## src/rtl/dspl_fmt_ctrl_if.sv

```systemverilog
// Status-to-display bundle between the game controller and the display formatter.
// The controller drives game status; the formatter returns busy and the eight digit codes.
interface dspl_fmt_ctrl_if;
    logic        player;
    logic [2:0]  entry_cnt;
    logic [15:0] entry_digits;
    logic        result_valid;
    logic [2:0]  bulls;
    logic [2:0]  cows;
    logic        new_game;
    logic        busy;
    logic [6:0]  d1, d2, d3, d4, d5, d6, d7, d8;

    modport master (
        output player, entry_cnt, entry_digits, result_valid, bulls, cows, new_game,
        input  busy, d1, d2, d3, d4, d5, d6, d7, d8
    );

    modport slave (
        input  player, entry_cnt, entry_digits, result_valid, bulls, cows, new_game,
        output busy, d1, d2, d3, d4, d5, d6, d7, d8
    );
endinterface

```

## src/rtl/dspl_fmt_ctrl.sv

```systemverilog
// Display formatter: turns game status into eight {en, code, dp} digit codes for the
// multiplexed driver, with a timed result screen and a blinking win banner.
module dspl_fmt_ctrl #(
    parameter int unsigned MS_COUNT  = 100000,
    parameter int unsigned RESULT_MS = 2000,
    parameter int unsigned BLINK_MS  = 250
) (
    input logic            clock,
    input logic            reset,
    dspl_fmt_ctrl_if.slave bus
);
    localparam int unsigned PW     = $clog2(MS_COUNT + 1);
    localparam int unsigned MS_MAX = (RESULT_MS > BLINK_MS) ? RESULT_MS : BLINK_MS;
    localparam int unsigned MW     = $clog2(MS_MAX + 1);

    localparam logic [PW-1:0] PRESC_LAST  = PW'(MS_COUNT - 1);
    localparam logic [MW-1:0] RESULT_LAST = MW'(RESULT_MS - 1);
    localparam logic [MW-1:0] BLINK_LAST  = MW'(BLINK_MS - 1);

    localparam logic [4:0] C_1     = 5'h01;
    localparam logic [4:0] C_2     = 5'h02;
    localparam logic [4:0] C_J     = 5'h05;
    localparam logic [4:0] C_S     = 5'h06;
    localparam logic [4:0] C_E     = 5'h07;
    localparam logic [4:0] C_T     = 5'h08;
    localparam logic [4:0] C_B     = 5'h0B;
    localparam logic [4:0] C_C     = 5'h0C;
    localparam logic [4:0] C_BLANK = 5'h10;
    localparam logic [4:0] C_DASH  = 5'h11;
    localparam logic [6:0] BLANK   = 7'b0100001;

    typedef enum logic [1:0] {ST_ENTRY, ST_RESULT, ST_WIN} state_t;

    state_t          r_state, w_next_state;
    logic            w_enter, w_latch, w_tick;
    logic [PW-1:0]   r_presc;
    logic [MW-1:0]   r_ms;
    logic            r_blink_off;
    logic [2:0]      r_bulls, r_cows;
    logic            r_win_player;
    logic [2:0]      w_cnt;
    logic [7:0][6:0] w_d, r_d;

    function automatic logic [4:0] val_code(input logic [3:0] v);
        return (v > 4'd4) ? C_DASH : {1'b0, v};
    endfunction

    assign w_tick = (r_presc == PRESC_LAST);

    always_ff @(posedge clock) begin
        if (!reset) r_state <= ST_ENTRY;
        else        r_state <= w_next_state;
    end

    // w_enter also fires on RESULT->RESULT so a fresh result restarts the hold timer
    always_comb begin
        w_next_state = r_state;
        w_enter      = 1'b0;
        if (bus.new_game) begin
            w_next_state = ST_ENTRY;
            w_enter      = (r_state != ST_ENTRY);
        end else if (bus.result_valid && r_state != ST_WIN) begin
            w_next_state = (bus.bulls == 3'd4) ? ST_WIN : ST_RESULT;
            w_enter      = 1'b1;
        end else if (r_state == ST_RESULT && w_tick && r_ms == RESULT_LAST) begin
            w_next_state = ST_ENTRY;
            w_enter      = 1'b1;
        end
    end

    assign w_latch = !bus.new_game && bus.result_valid && (r_state != ST_WIN);

    always_ff @(posedge clock) begin
        if (!reset || w_enter) begin
            r_presc     <= '0;
            r_ms        <= '0;
            r_blink_off <= 1'b0;
        end else begin
            r_presc <= w_tick ? '0 : r_presc + 1'b1;
            if (w_tick && r_state != ST_ENTRY) begin
                if (r_state == ST_WIN && r_ms == BLINK_LAST) begin
                    r_ms        <= '0;
                    r_blink_off <= ~r_blink_off;
                end else begin
                    r_ms <= r_ms + 1'b1;
                end
            end
        end
    end

    always_ff @(posedge clock) begin
        if (!reset) begin
            r_bulls      <= '0;
            r_cows       <= '0;
            r_win_player <= 1'b0;
        end else begin
            if (w_latch) begin
                r_bulls <= bus.bulls;
                r_cows  <= bus.cows;
            end
            if (w_enter && w_next_state == ST_WIN) r_win_player <= bus.player;
        end
    end

    always_comb begin
        bus.busy = (r_state != ST_ENTRY);
        w_d      = {8{BLANK}};
        w_cnt    = (bus.entry_cnt > 3'd4) ? 3'd4 : bus.entry_cnt;
        case (r_state)
            ST_ENTRY: begin
                w_d[7] = {1'b1, C_J, 1'b1};
                w_d[6] = {1'b1, bus.player ? C_2 : C_1, 1'b1};
                // entry i sits at w_d[3-i]; the first unentered slot carries the cursor dot
                for (int unsigned i = 0; i < 4; i++) begin
                    if (i < 32'(w_cnt))
                        w_d[3'(3 - i)] = {1'b1, val_code(bus.entry_digits[4'(4 * (3 - i)) +: 4]), 1'b1};
                    else if (i == 32'(w_cnt))
                        w_d[3'(3 - i)] = {1'b1, C_BLANK, 1'b0};
                end
            end
            ST_RESULT: begin
                w_d[7] = {1'b1, C_B, 1'b1};
                w_d[6] = {1'b1, val_code({1'b0, r_bulls}), 1'b1};
                w_d[5] = {1'b1, C_BLANK, 1'b1};
                w_d[4] = {1'b1, C_C, 1'b1};
                w_d[3] = {1'b1, val_code({1'b0, r_cows}), 1'b1};
            end
            ST_WIN: begin
                w_d[7] = {1'b1, C_J, 1'b1};
                w_d[6] = {1'b1, r_win_player ? C_2 : C_1, 1'b1};
                w_d[5] = {1'b1, C_BLANK, 1'b1};
                w_d[4] = {1'b1, C_BLANK, 1'b1};
                w_d[3] = {1'b1, C_B, 1'b1};
                w_d[2] = {1'b1, C_E, 1'b1};
                w_d[1] = {1'b1, C_S, 1'b1};
                w_d[0] = {1'b1, C_T, 1'b1};
                if (r_blink_off) begin
                    for (int unsigned k = 0; k < 8; k++) w_d[3'(k)][6] = 1'b0;
                end
            end
            default: ;
        endcase
    end

    always_ff @(posedge clock) begin
        if (!reset) r_d <= {8{BLANK}};
        else        r_d <= w_d;
    end

    assign bus.d1 = r_d[0];
    assign bus.d2 = r_d[1];
    assign bus.d3 = r_d[2];
    assign bus.d4 = r_d[3];
    assign bus.d5 = r_d[4];
    assign bus.d6 = r_d[5];
    assign bus.d7 = r_d[6];
    assign bus.d8 = r_d[7];
endmodule

```

## src/flat_wrapper.sv

```systemverilog
// flat-port wrapper written by rule: the top's interface ports become plain ports
module dspl_fmt_ctrl_flat 
#(
    parameter int unsigned MS_COUNT  = 100000,
    parameter int unsigned RESULT_MS = 2000,
    parameter int unsigned BLINK_MS  = 250
)
  (clock, reset, bus_player, bus_entry_cnt, bus_entry_digits, bus_result_valid, bus_bulls, bus_cows, bus_new_game, bus_busy, bus_d1, bus_d2, bus_d3, bus_d4, bus_d5, bus_d6, bus_d7, bus_d8);
  dspl_fmt_ctrl_if bus_i ();
  input logic clock;
  input logic reset;
  input wire logic [$bits(bus_i.player)-1:0] bus_player;
  input wire logic [$bits(bus_i.entry_cnt)-1:0] bus_entry_cnt;
  input wire logic [$bits(bus_i.entry_digits)-1:0] bus_entry_digits;
  input wire logic [$bits(bus_i.result_valid)-1:0] bus_result_valid;
  input wire logic [$bits(bus_i.bulls)-1:0] bus_bulls;
  input wire logic [$bits(bus_i.cows)-1:0] bus_cows;
  input wire logic [$bits(bus_i.new_game)-1:0] bus_new_game;
  output wire logic [$bits(bus_i.busy)-1:0] bus_busy;
  output wire logic [$bits(bus_i.d1)-1:0] bus_d1;
  output wire logic [$bits(bus_i.d2)-1:0] bus_d2;
  output wire logic [$bits(bus_i.d3)-1:0] bus_d3;
  output wire logic [$bits(bus_i.d4)-1:0] bus_d4;
  output wire logic [$bits(bus_i.d5)-1:0] bus_d5;
  output wire logic [$bits(bus_i.d6)-1:0] bus_d6;
  output wire logic [$bits(bus_i.d7)-1:0] bus_d7;
  output wire logic [$bits(bus_i.d8)-1:0] bus_d8;
  assign bus_i.player = bus_player;
  assign bus_i.entry_cnt = bus_entry_cnt;
  assign bus_i.entry_digits = bus_entry_digits;
  assign bus_i.result_valid = bus_result_valid;
  assign bus_i.bulls = bus_bulls;
  assign bus_i.cows = bus_cows;
  assign bus_i.new_game = bus_new_game;
  assign bus_busy = bus_i.busy;
  assign bus_d1 = bus_i.d1;
  assign bus_d2 = bus_i.d2;
  assign bus_d3 = bus_i.d3;
  assign bus_d4 = bus_i.d4;
  assign bus_d5 = bus_i.d5;
  assign bus_d6 = bus_i.d6;
  assign bus_d7 = bus_i.d7;
  assign bus_d8 = bus_i.d8;
  dspl_fmt_ctrl #(.MS_COUNT(MS_COUNT), .RESULT_MS(RESULT_MS), .BLINK_MS(BLINK_MS)) u_core (.clock(clock), .reset(reset), .bus(bus_i));
endmodule
```

## config.mk

```make
export PLATFORM = sky130hd
export DESIGN_NAME = dspl_fmt_ctrl_flat
export DESIGN_NICKNAME = d
export VERILOG_FILES = /design/src/rtl/dspl_fmt_ctrl_if.sv /design/src/rtl/dspl_fmt_ctrl.sv /design/src/flat_wrapper.sv
export SDC_FILE = /design/constraint.sdc
export NUM_CORES = 1
export LEC_CHECK = 0
export BUFFER_PORTS_ARGS = -buffer_cell sky130_fd_sc_hd__buf_2
export CORE_ASPECT_RATIO = 1.5
export CORE_MARGIN = 4
export CORE_UTILIZATION = 45
export CTS_CLUSTER_SIZE = 24
export DETAILED_ROUTE_END_ITERATION = 8
export HOLD_SLACK_MARGIN = 0.02
export PLACE_DENSITY = 0.7
export REMOVE_ABC_BUFFERS = 1
export SLEW_MARGIN = 20
export SYNTH_ARGS = -nofsm -noshare
export SYNTH_HDL_FRONTEND = slang
export SYNTH_SLANG_ARGS = --single-unit
```

## constraint.sdc

```tcl
create_clock -name clock -period 5.2 [get_ports clock]
set_input_delay 0.26 -clock clock [delete_from_list [all_inputs] [get_ports clock]]
set_output_delay 0.26 -clock clock [all_outputs]
set_load 0.05 [all_outputs]
```

==> impl_metrics.json, run 1 <==
{
  "synth-edff-count": 0,
  "min_path_type": "primary input to flip-flop",
  "start_kind": "flip-flop",
  "holdBufCountCts": 0,
  "max_stage_delay_ps": 570,
  "rsz0062_at_grt": "no",
  "syn_inst": 369,
  "r2r-start": "u_core.r_state[1]",
  "numCtsBuffers": 9,
  "critPathBufInv": 2,
  "maxCapViolations": 0,
  "worst-r2r-cell-count": 6,
  "path_class": "flip-flop to flip-flop",
  "grt_pass1_wl_um": 11700,
  "cts_tree": "done",
  "wl_met1_um": 2910,
  "reg2reg_slack_ps": 2650,
  "nFillCells": 699,
  "powerDensity_nw_per_um2": 320,
  "layout_commonest_cell": "dfxtp_1",
  "crit_chain": "inv_1 > ha_1 > inv_1 > a211oi_1 > nand2_1 > a21oi_1",
  "finalSetupViolations": 0,
  "routed_via_density": 5.30,
  "drt_iter0_drc": 118,
  "dr_wl_met2_um": 3770,
  "cts_resized": 0,
  "grt_use_total_pct": 16.7,
  "antenna_found_initial": 0,
  "p_int_w": 0.000883,
  "finalCriticalPeriod_ps": 2550,
  "end_kind": "flip-flop",
  "synth.cell_area_um2": 3300,
  "final_cell_mix": "dfxtp_1, buf_2, nand2_1, o21ai_0, nor2_1",
  "finalPower_w": 0.00122,
  "first_pass_iters": 4,
  "drtAntennaViolNets": 0,
  "fin_ws_ps": 2650,
  "synth_top_area_cell": "dfxtp_1",
  "drcViolationCount": 0,
  "dieArea_um2": 8790,
  "synth_area_leaders": "dfxtp_1, buf_4, o21ai_0",
  "vias": 2839,
  "combPwrFrac_pct": 13.2,
  "num_antenna_cells": 0,
  "period_share_pct": 49.0,
  "wl_per_cell_um": 13.5,
  "clock_skew_ps": 7.47,
  "layout-drive-gt1-share_pct": 22.5,
  "slowest_stage": "ha_1",
  "crit_start": "u_core.r_state[1]",
  "relSlewSlack_pct": 46.9,
  "area_growth_pct": 16.1,
  "insertion_delay_ps": 350,
  "fp.dieH_um": 113,
  "switching_power_w": 0.000340,
  "grt_max_degree": 31,
  "r2r_end": "u_core.r_presc[13]",
  "finalMaxSlewViolations": 0,
  "synth_seq_cells": 76,
  "clockBufferDepth": 2,
  "ioPinCount": 87,
  "path_clk_slew_ps": 80,
  "clkSinkCount": 76,
  "cts_max_level": 3,
  "setup_tns_ps": 0,
  "dpl.hpwl_um": 5460,
  "status": "finished, final reports clean",
  "gp_congestion": 0.829,
  "synth_area_per_cell_um2": 8.93,
  "path_common_cell": "inv_1",
  "synth_cell_type_count": 48,
  "fmaxAchievable_mhz": 393,
  "clkPwrFrac_pct": 37.1,
  "seqPwrFrac_pct": 49.7,
  "critPathMaxFanout": 19,
  "postCtsSetupRepairBufs": 0,
  "crit_cells": 6,
  "synth_flop_cell": "dfxtp_1",
  "cts_root_buffer": "clkbuf_8",
  "dr_wl_met3_um": 400,
  "worstMarginPinSlew_ps": 789,
  "wirelength_um": 7250,
  "fp.coreArea_um2": 7180,
  "nets": 469,
  "dp_slack_ps": 2660,
  "cp.required_ps": 5470,
  "power_switching_share_pct": 27.8,
  "top_layer": "met4",
  "die_w_um": 77.9,
  "start_util_pct": 45.9,
  "cp_top_family": "compound AO/OA/AOI/OAI gates",
  "num_rows": 38,
  "synth_seq_area_share_pct": 46.1,
  "overflow": 0,
  "grt_pass1_vias": 2617,
  "synth_warnings": 0,
  "yosys.area.top_type_share_pct": 46.1,
  "cellLeakagePower_nw": 1.56,
  "hold_viol": 0,
  "synth_async_sr_flop_share_pct": 0,
  "numPortBuffers": 74,
  "worstPathArrival_ps": 2820,
  "vdd_ir_drop_max_mv": 0.180,
  "endpoint": "u_core.r_presc[13]"
}
per-layer routing:
metal,track usage [%],up-vias
met3,4.78,13
li1,-,1401
met4,7.72,0
met1,18.8,1343
met2,28.7,82
met5,0,-
area by class of cell:
class / count / area [um2] / share of cell area, %
timing repair buffer: 75 / 378 / 9.87
sequential: 76 / 1520 / 39.8
clock inverter: 4 / 47.5 / 1.24
tap: 100 / 125 / 3.27
multi-input combinational: 256 / 1550 / 40.5
inverter: 13 / 48.8 / 1.27
clock buffer: 12 / 155 / 4.05
synthesized netlist by cell type (5+ instances only):
master	count
a211oi_1	10
a21oi_1	25
buf_4	20
clkbuf_1	12
dfxtp_1	76
ha_1	8
inv_1	11
nand2_1	29
nand2b_1	5
nand3_1	16
nand4_1	12
nor2_1	26
o21ai_0	28
o31ai_1	8
or3_1	12
or4_1	6
xor2_1	10
sequential cells by signal, indices dropped and copies added, names as in the netlist:
name and count:
u_core.bus.d3 7, u_core.r_presc 17, u_core.bus.d5 2, u_core.r_ms 11
u_core.r_win_player 1, u_core.r_state 2, u_core.bus.d4 6, u_core.bus.d8 5
u_core.r_blink_off 1, u_core.bus.d7 4, u_core.r_bulls 3, u_core.bus.d2 7
u_core.bus.d1 7, u_core.r_cows 3
kinds of logic (layout without fill, tap and decap cells):
group	count (synthesis)	in the layout	synth area share, %
AOI/OAI and AO/OA	83	83	14.8
xor gates and xnor gates	11	11	2.92
adders and majority gates	8	8	3.04
buffers and inverters	49	104	8.16
DFF	76	76	46.1
other	2	14	0.228
and+or+nand+nor	140	140	24.7
metrics by stage:
stage,utilization (%),hold WS (ps),cells,area (um2)
after floorplan,-,329,345,3120
after global placement,50.5,438,520,3620
after detailed placement,50.5,460,520,3620
after CTS,53.3,93.3,536,3830
after global routing,53.3,91.5,536,3830
final,53.3,110,536,3830
power groups by stage:
stage / Combinational [W] / Clock, W / Sequential [W]
3_3_place_gp: 0.000161 / 0 / 0.000621
5_1_grt: 0.000171 / 0.000488 / 0.000610
2_1_floorplan: 0.0000585 / 0 / 0.000678
4_1_cts: 0.000162 / 0.000466 / 0.000608
6_report: 0.000161 / 0.000454 / 0.000608
3_5_place_dp: 0.000161 / 0 / 0.000622
how the worst min path moves through the flow:
stage	startpoint	end	slack [ps]	cells past startpoint
after floorplan	reset	u_core.bus.d5[5]	330	1
after global placement	u_core.r_presc[0]	u_core.r_presc[0]	440	1
after detailed placement	u_core.r_presc[0]	u_core.r_presc[0]	460	1
after CTS	bus_entry_digits[2]	u_core.bus.d1[2]	90	2
after global routing	bus_entry_digits[2]	u_core.bus.d1[2]	90	2
final	bus_entry_digits[2]	u_core.bus.d1[2]	110	2
No activity file was read; power rests on OpenSTA's default activity.
==> run 2, diff against run 1 <==
==> constraint.sdc (replaced) <==
create_clock -name clock -period 2.7 [get_ports clock]
set_input_delay 0.135 -clock clock [delete_from_list [all_inputs] [get_ports clock]]
set_output_delay 0.135 -clock clock [all_outputs]
set_load 0.05 [all_outputs]
==> run 2 against run 1 <==
  * Wire length is 4.6% higher
  * Total power is 100% higher
  * Register-to-register slack worse by 2200 ps
  * Die area stayed put
  * Critical path type unchanged
  * Critical endpoint is now u_core.r_ms[9]
==> impl_metrics.json, run 2 (synthesis results as in run 1) <==
{
  "start_kind": "flip-flop",
  "fmaxAchievable_mhz": 450,
  "grt_use_total_pct": 18.1,
  "finalMaxSlewViolations": 0,
  "wirelength_um": 7580,
  "fp.dieH_um": 113,
  "drcViolationCount": 0,
  "grt_max_degree": 20,
  "insertion_delay_ps": 350,
  "overflow": 0,
  "clockBufferDepth": 2,
  "clock_skew_ps": 7.86,
  "critPathBufInv": 1,
  "die_w_um": 77.9,
  "whs_path_depth": 3,
  "end_kind": "flip-flop",
  "dp_slack_ps": 520,
  "numPortBuffers": 74,
  "num_rows": 38,
  "nFillCells": 658,
  "period_share_pct": 82.3,
  "dieArea_um2": 8790,
  "cts_root_buffer": "clkbuf_8",
  "fp.coreArea_um2": 7180,
  "switching_power_w": 0.000692,
  "start_util_pct": 45.9,
  "clkSinkCount": 76,
  "cellLeakagePower_nw": 1.66,
  "cts_resized": 0,
  "ioPinCount": 87,
  "clkPwrFrac_pct": 39.0,
  "p_int_w": 0.00177,
  "cp_top_family": "simple AND/OR/NAND/NOR gates",
  "wl_per_cell_um": 13.6,
  "numCtsBuffers": 9,
  "grt_pass1_vias": 2728,
  "cp.required_ps": 2990,
  "rsz0062_at_grt": "no",
  "status": "finished, final reports clean",
  "crit_chain": "ha_1 > and4_1 > nand4_4 > buf_4 > or4_1 > a21oi_1",
  "routed_via_density": 5.25,
  "max_stage_delay_ps": 510,
  "registers.top_by_ff_count": "u_core.r_presc",
  "slowest_stage": "or4_1",
  "fin_ws_ps": 478,
  "final_cell_mix": "dfxtp_1, buf_2, nand2_1, o21ai_0, nor2_1",
  "worst-r2r-cell-count": 6,
  "vias": 2923,
  "vdd_ir_drop_max_mv": 0.523,
  "finalSetupViolations": 0,
  "powerDensity_nw_per_um2": 609,
  "worstPathArrival_ps": 2520,
  "combPwrFrac_pct": 13.5,
  "power_switching_share_pct": 28.1,
  "grt_pass1_wl_um": 12700,
  "largest_reg_flops": 17,
  "path_clk_slew_ps": 80,
  "seq_area_um2": 1520,
  "drt_iter0_drc": 108,
  "nets": 490,
  "dpl.hpwl_um": 5500,
  "seqPwrFrac_pct": 47.5,
  "reg.largest.list": "u_core.r_presc (17), u_core.r_ms (11)",
  "layout-drive-gt1-share_pct": 23.0,
  "gp_congestion": 0.816,
  "relSlewSlack_pct": 64.6,
  "critPathMaxFanout": 19,
  "worstMarginPinSlew_ps": 530,
  "min_path_type": "primary input to flip-flop",
  "multiInputGateArea_um2": 1550,
  "first_pass_iters": 4,
  "hold_viol": 0,
  "setup_tns_ps": 0,
  "path_class": "flip-flop to flip-flop",
  "maxCapViolations": 0,
  "area_growth_pct": 22.7,
  "layout_commonest_cell": "dfxtp_1",
  "cts_tree": "done",
  "cts_max_level": 3,
  "crit_cells": 6,
  "finalCriticalPeriod_ps": 2220,
  "antenna_found_initial": 0,
  "num_antenna_cells": 0,
  "drtAntennaViolNets": 0,
  "reg2reg_slack_ps": 480
}
[run 2: per-stage QoR]
stage	instance area, um2	hold WS [ps]	utilization (%)	total power (W)	std cells
4_1_cts	4040	20.4	56.3	0.00248	557
3_5_place_dp	3670	344	51.1	0.00151	526
2_1_floorplan	3120	204	-	0.00142	345
3_3_place_gp	3670	343	51.1	0.00151	526
5_1_grt	4040	54.2	56.3	0.00256	557
6_report	4040	39.6	56.3	0.00246	557
[run 2: area by class of cell]
cell class	instances	share of cell area [%]
Inverter	13	1.21
Clock inverter	7	2.48
Sequential cell	76	37.6
Clock buffer	9	3.06
Multi-Input combinational cell	256	38.4
Timing Repair Buffer	96	14.2
Tap cell	100	3.09
[run 2: worst min-delay path, cell delays in order]
cell and delay (ps):
buf_2 100, nand2_1 50, a21oi_1 50
[run 2: routing by layer]
layer | global-route usage [%] | vias to the layer above | part of all wire [%]
met2 | 31.3 | 82 | 52
met4 | 8.08 | 0 | 2.8
li1 | - | 1450 | -
met1 | 20.6 | 1374 | 40
met3 | 5.02 | 17 | 5.5
met5 | 0 | - | 0
[run 2: what timing repair did]
item,CTS,global route
buffers inserted,0,0
hold buffers,15,0
setup endpoints to repair,0,0
endpoints found under the hold margin,14,0
[run 2: path summary, 6_finish.rpt]
| check | start | endpoint |
|---|---|---|
| worst max-delay path | u_core.r_presc[0] | u_core.r_ms[9] |
| worst min-delay path | bus_bulls[1] | u_core.r_bulls[1] |
| worst min register to register | u_core.r_presc[0] | u_core.r_presc[0] |
| worst max register to register | u_core.r_presc[0] | u_core.r_ms[9] |
[run 2: power groups by stage]
stage	logic (W)	registers (W)	clock network, W
finish	0.000331	0.00117	0.000960
global route	0.000354	0.00118	0.00103
CTS	0.000332	0.00117	0.000980
detailed placement	0.000315	0.00120	0
global placement	0.000313	0.00120	0
floorplan	0.000113	0.00131	0
==> run 3, diff against run 2 <==
--- a/config.mk
+++ b/config.mk
@@ -5,6 +5,7 @@
 export SDC_FILE = /design/constraint.sdc
 export NUM_CORES = 1
 export LEC_CHECK = 0
+export ABC_AREA = 1
 export BUFFER_PORTS_ARGS = -buffer_cell sky130_fd_sc_hd__buf_2
 export CORE_ASPECT_RATIO = 1.5
 export CORE_MARGIN = 4
@@ -12,7 +13,7 @@
 export CTS_CLUSTER_SIZE = 24
 export DETAILED_ROUTE_END_ITERATION = 8
 export HOLD_SLACK_MARGIN = 0.02
-export PLACE_DENSITY = 0.7
+export PLACE_DENSITY = 0.69
 export REMOVE_ABC_BUFFERS = 1
 export SLEW_MARGIN = 20
 export SYNTH_ARGS = -nofsm -noshare
==> constraint.sdc (replaced) <==
create_clock -name clock -period 2.18 [get_ports clock]
set_input_delay 0.109 -clock clock [delete_from_list [all_inputs] [get_ports clock]]
set_output_delay 0.109 -clock clock [all_outputs]
set_load 0.05 [all_outputs]
==> run 3 against run 2 <==
  * Final area grew 5.9%
  * First-iteration DRC count rose by 45%
  * Worst hold slack worse by 5.7 ps
  * Register-to-register slack got worse by 260 ps
  * Non-clock buffer count fell by 10
  * Fmax rose by 13%
  * Clock-buffer cell count up 1
  * Largest power group is now the clock network
==> impl_metrics.json, run 3 <==
{
  "cts_max_level": 3,
  "start_util_pct": 46.0,
  "num_rows": 39,
  "area_growth_pct": 22.5,
  "overflow": 0,
  "final_cell_area_um2": 4280,
  "dr_wl_met2_um": 4150,
  "numCtsBuffers": 9,
  "nFillCells": 742,
  "critPathMaxFanout": 8,
  "layout_commonest_cell": "nand2_1",
  "wirelength_um": 7850,
  "max_stage_delay_ps": 570,
  "status": "finished, final reports clean",
  "cp.required_ps": 2390,
  "routed_via_density": 4.77,
  "first_pass_iters": 5,
  "reg.largest.list": "u_core.r_presc (17), u_core.r_ms (11)",
  "numPortBuffers": 74,
  "worstPathArrival_ps": 2170,
  "die_w_um": 80.0,
  "dpl.hpwl_um": 5920,
  "path_class": "flip-flop to flip-flop",
  "period_share_pct": 89.8,
  "synth.cell_area_um2": 3500,
  "r2r-start": "u_core.r_state[0]",
  "cts_tree": "done",
  "critPathBufInv": 3,
  "final_cell_mix": "nand2_1, nor2_1, dfxtp_1, buf_2, inv_1",
  "drcViolationCount": 0,
  "vdd_ir_drop_max_mv": 0.543,
  "ioPinCount": 87,
  "setup_tns_ps": 0,
  "cts_root_buffer": "clkbuf_16",
  "cellLeakagePower_nw": 1.88,
  "synth_seq_cells": 76,
  "nets": 595,
  "maxCapViolations": 0,
  "layout-drive-gt1-share_pct": 20.7,
  "finalPower_w": 0.00340,
  "synth_seq_area_share_pct": 43.5,
  "grt_pass1_wl_um": 12800,
  "clockBufferDepth": 2,
  "crit_start": "u_core.r_state[0]",
  "synth_common_cells": "nand2_1, nor2_1, dfxtp_1, inv_1, nand3_1",
  "fp.dieH_um": 116,
  "finalSetupViolations": 0,
  "fmaxAchievable_mhz": 511,
  "largest_reg_flops": 17,
  "insertion_delay_ps": 330,
  "grt_pass1_vias": 2935,
  "rsz0062_at_grt": "no",
  "postCtsSetupRepairBufs": 0,
  "clkSinkCount": 76,
  "finalCriticalPeriod_ps": 1960,
  "synth_warnings": 0,
  "synth_flop_cell": "dfxtp_1",
  "gp_congestion": 0.877,
  "yosys.area.top_type_share_pct": 43.5,
  "synth_top_area_cell": "dfxtp_1",
  "crit_chain": "inv_1 > ha_1 > buf_4 > nand2_1 > nor2_1 > nand4_1 > dlygate4sd3_1",
  "synthMostInstantiatedCell": "nand2_1",
  "synth-edff-count": 0,
  "hold_viol": 0,
  "synth_cell_type_count": 34,
  "start_kind": "flip-flop",
  "finalMaxSlewViolations": 0,
  "end_kind": "flip-flop",
  "dr_wl_met3_um": 533,
  "synth_async_sr_flop_share_pct": 0,
  "clock_skew_ps": 5.71,
  "fin_ws_ps": 222,
  "grt_max_degree": 18,
  "syn_inst": 473,
  "drtAntennaViolNets": 0,
  "dieArea_um2": 9280,
  "hold_ws_ps": 33.9,
  "synth_area_per_cell_um2": 7.40,
  "wl_met1_um": 2940,
  "num_antenna_cells": 0,
  "slowest_stage": "dlygate4sd3_1",
  "antenna_found_initial": 0,
  "hold_start": "bus_entry_digits[6]",
  "top_layer": "met4",
  "cp_top_family": "buffers and inverters",
  "powerDensity_nw_per_um2": 793,
  "drt_iter0_drc": 157,
  "wl_per_cell_um": 11.9,
  "path_clk_slew_ps": 50,
  "fp.coreArea_um2": 7610,
  "synth_area_leaders": "dfxtp_1, nand2_1, nor2_1",
  "reg2reg_slack_ps": 220,
  "vias": 3158,
  "dp_slack_ps": 338,
  "min_path_type": "primary input to flip-flop",
  "dpl_cell_area_um2": 3890,
  "registers.top_by_ff_count": "u_core.r_presc",
  "grt_use_total_pct": 17.6
}
## run 3: cell count changes after synthesis, sizes merged, moves of 8 or more
cell	previous run	this run
nor3	2	15
o31ai	8	0
nor2	26	94
or3	12	0
nand2	29	87
nand3	16	30
a21oi	25	15
inv	11	59
clkbuf	12	1
a211oi	10	1
## run 3: area by class of cell
cell class,instances,area (um2),area share [%]
Clock buffer,10,239,5.58
Clock inverter,4,75.1,1.75
Inverter,60,225,5.26
Multi-Input combinational cell,324,1620,37.7
Sequential cell,76,1520,35.5
Tap cell,102,128,2.98
Timing Repair Buffer,86,480,11.2
## run 3: metrics by stage
stage | cells | util [%]
after floorplan | 460 | -
after global placement | 640 | 51.1
after detailed placement | 640 | 51.1
after CTS | 662 | 56.3
after global routing | 662 | 56.3
final | 662 | 56.3
## run 3: what timing repair did
action                                 in CTS  in global routing
endpoints found under the hold margin       7                  0
hold buffers                                8                  0
gates resized for setup                     0                  0
## run 3: final timing paths
kind                                          end  cells past startpoint
worst min-delay path             u_core.bus.d2[3]                      3
worst min register to register  u_core.r_presc[0]                      1
worst max-delay path             u_core.bus.d1[0]                      7
worst max register to register   u_core.bus.d1[0]                      7
## run 3: metal layers
metal  track usage [%]  up-vias
met5                 0        -
met4              8.23        0
met3              5.68       18
met2              32.4      100
met1              17.8     1420
li1                  -     1620
## run 3: cell families after synthesis
logic type | after synthesis | synth area share, %
and+or+nand+nor | 241 | 30.7
buffers and inverters | 85 | 11.6
DFF | 76 | 43.5
AOI/OAI and AO/OA | 43 | 6.58
xor gates and xnor gates | 18 | 4.51
adders and majority gates | 8 | 2.86
other | 2 | 0.215
## run 3: tightest hold or removal path: cells and delay by family
| kind | cells | cell delay [ps] |
|---|---|---|
| buffers and inverters | 1 | 90 |
| and+or+nand+nor | 2 | 130 |
## run 3: power breakdown
part | internal (W) | total (W) | switching [W]
Clock | 0.00102 | 0.00154 | 0.000524
Combinational | 0.0000947 | 0.000403 | 0.000309
Sequential | 0.00144 | 0.00145 | 0.0000166
Total | 0.00255 | 0.00340 | 0.000849
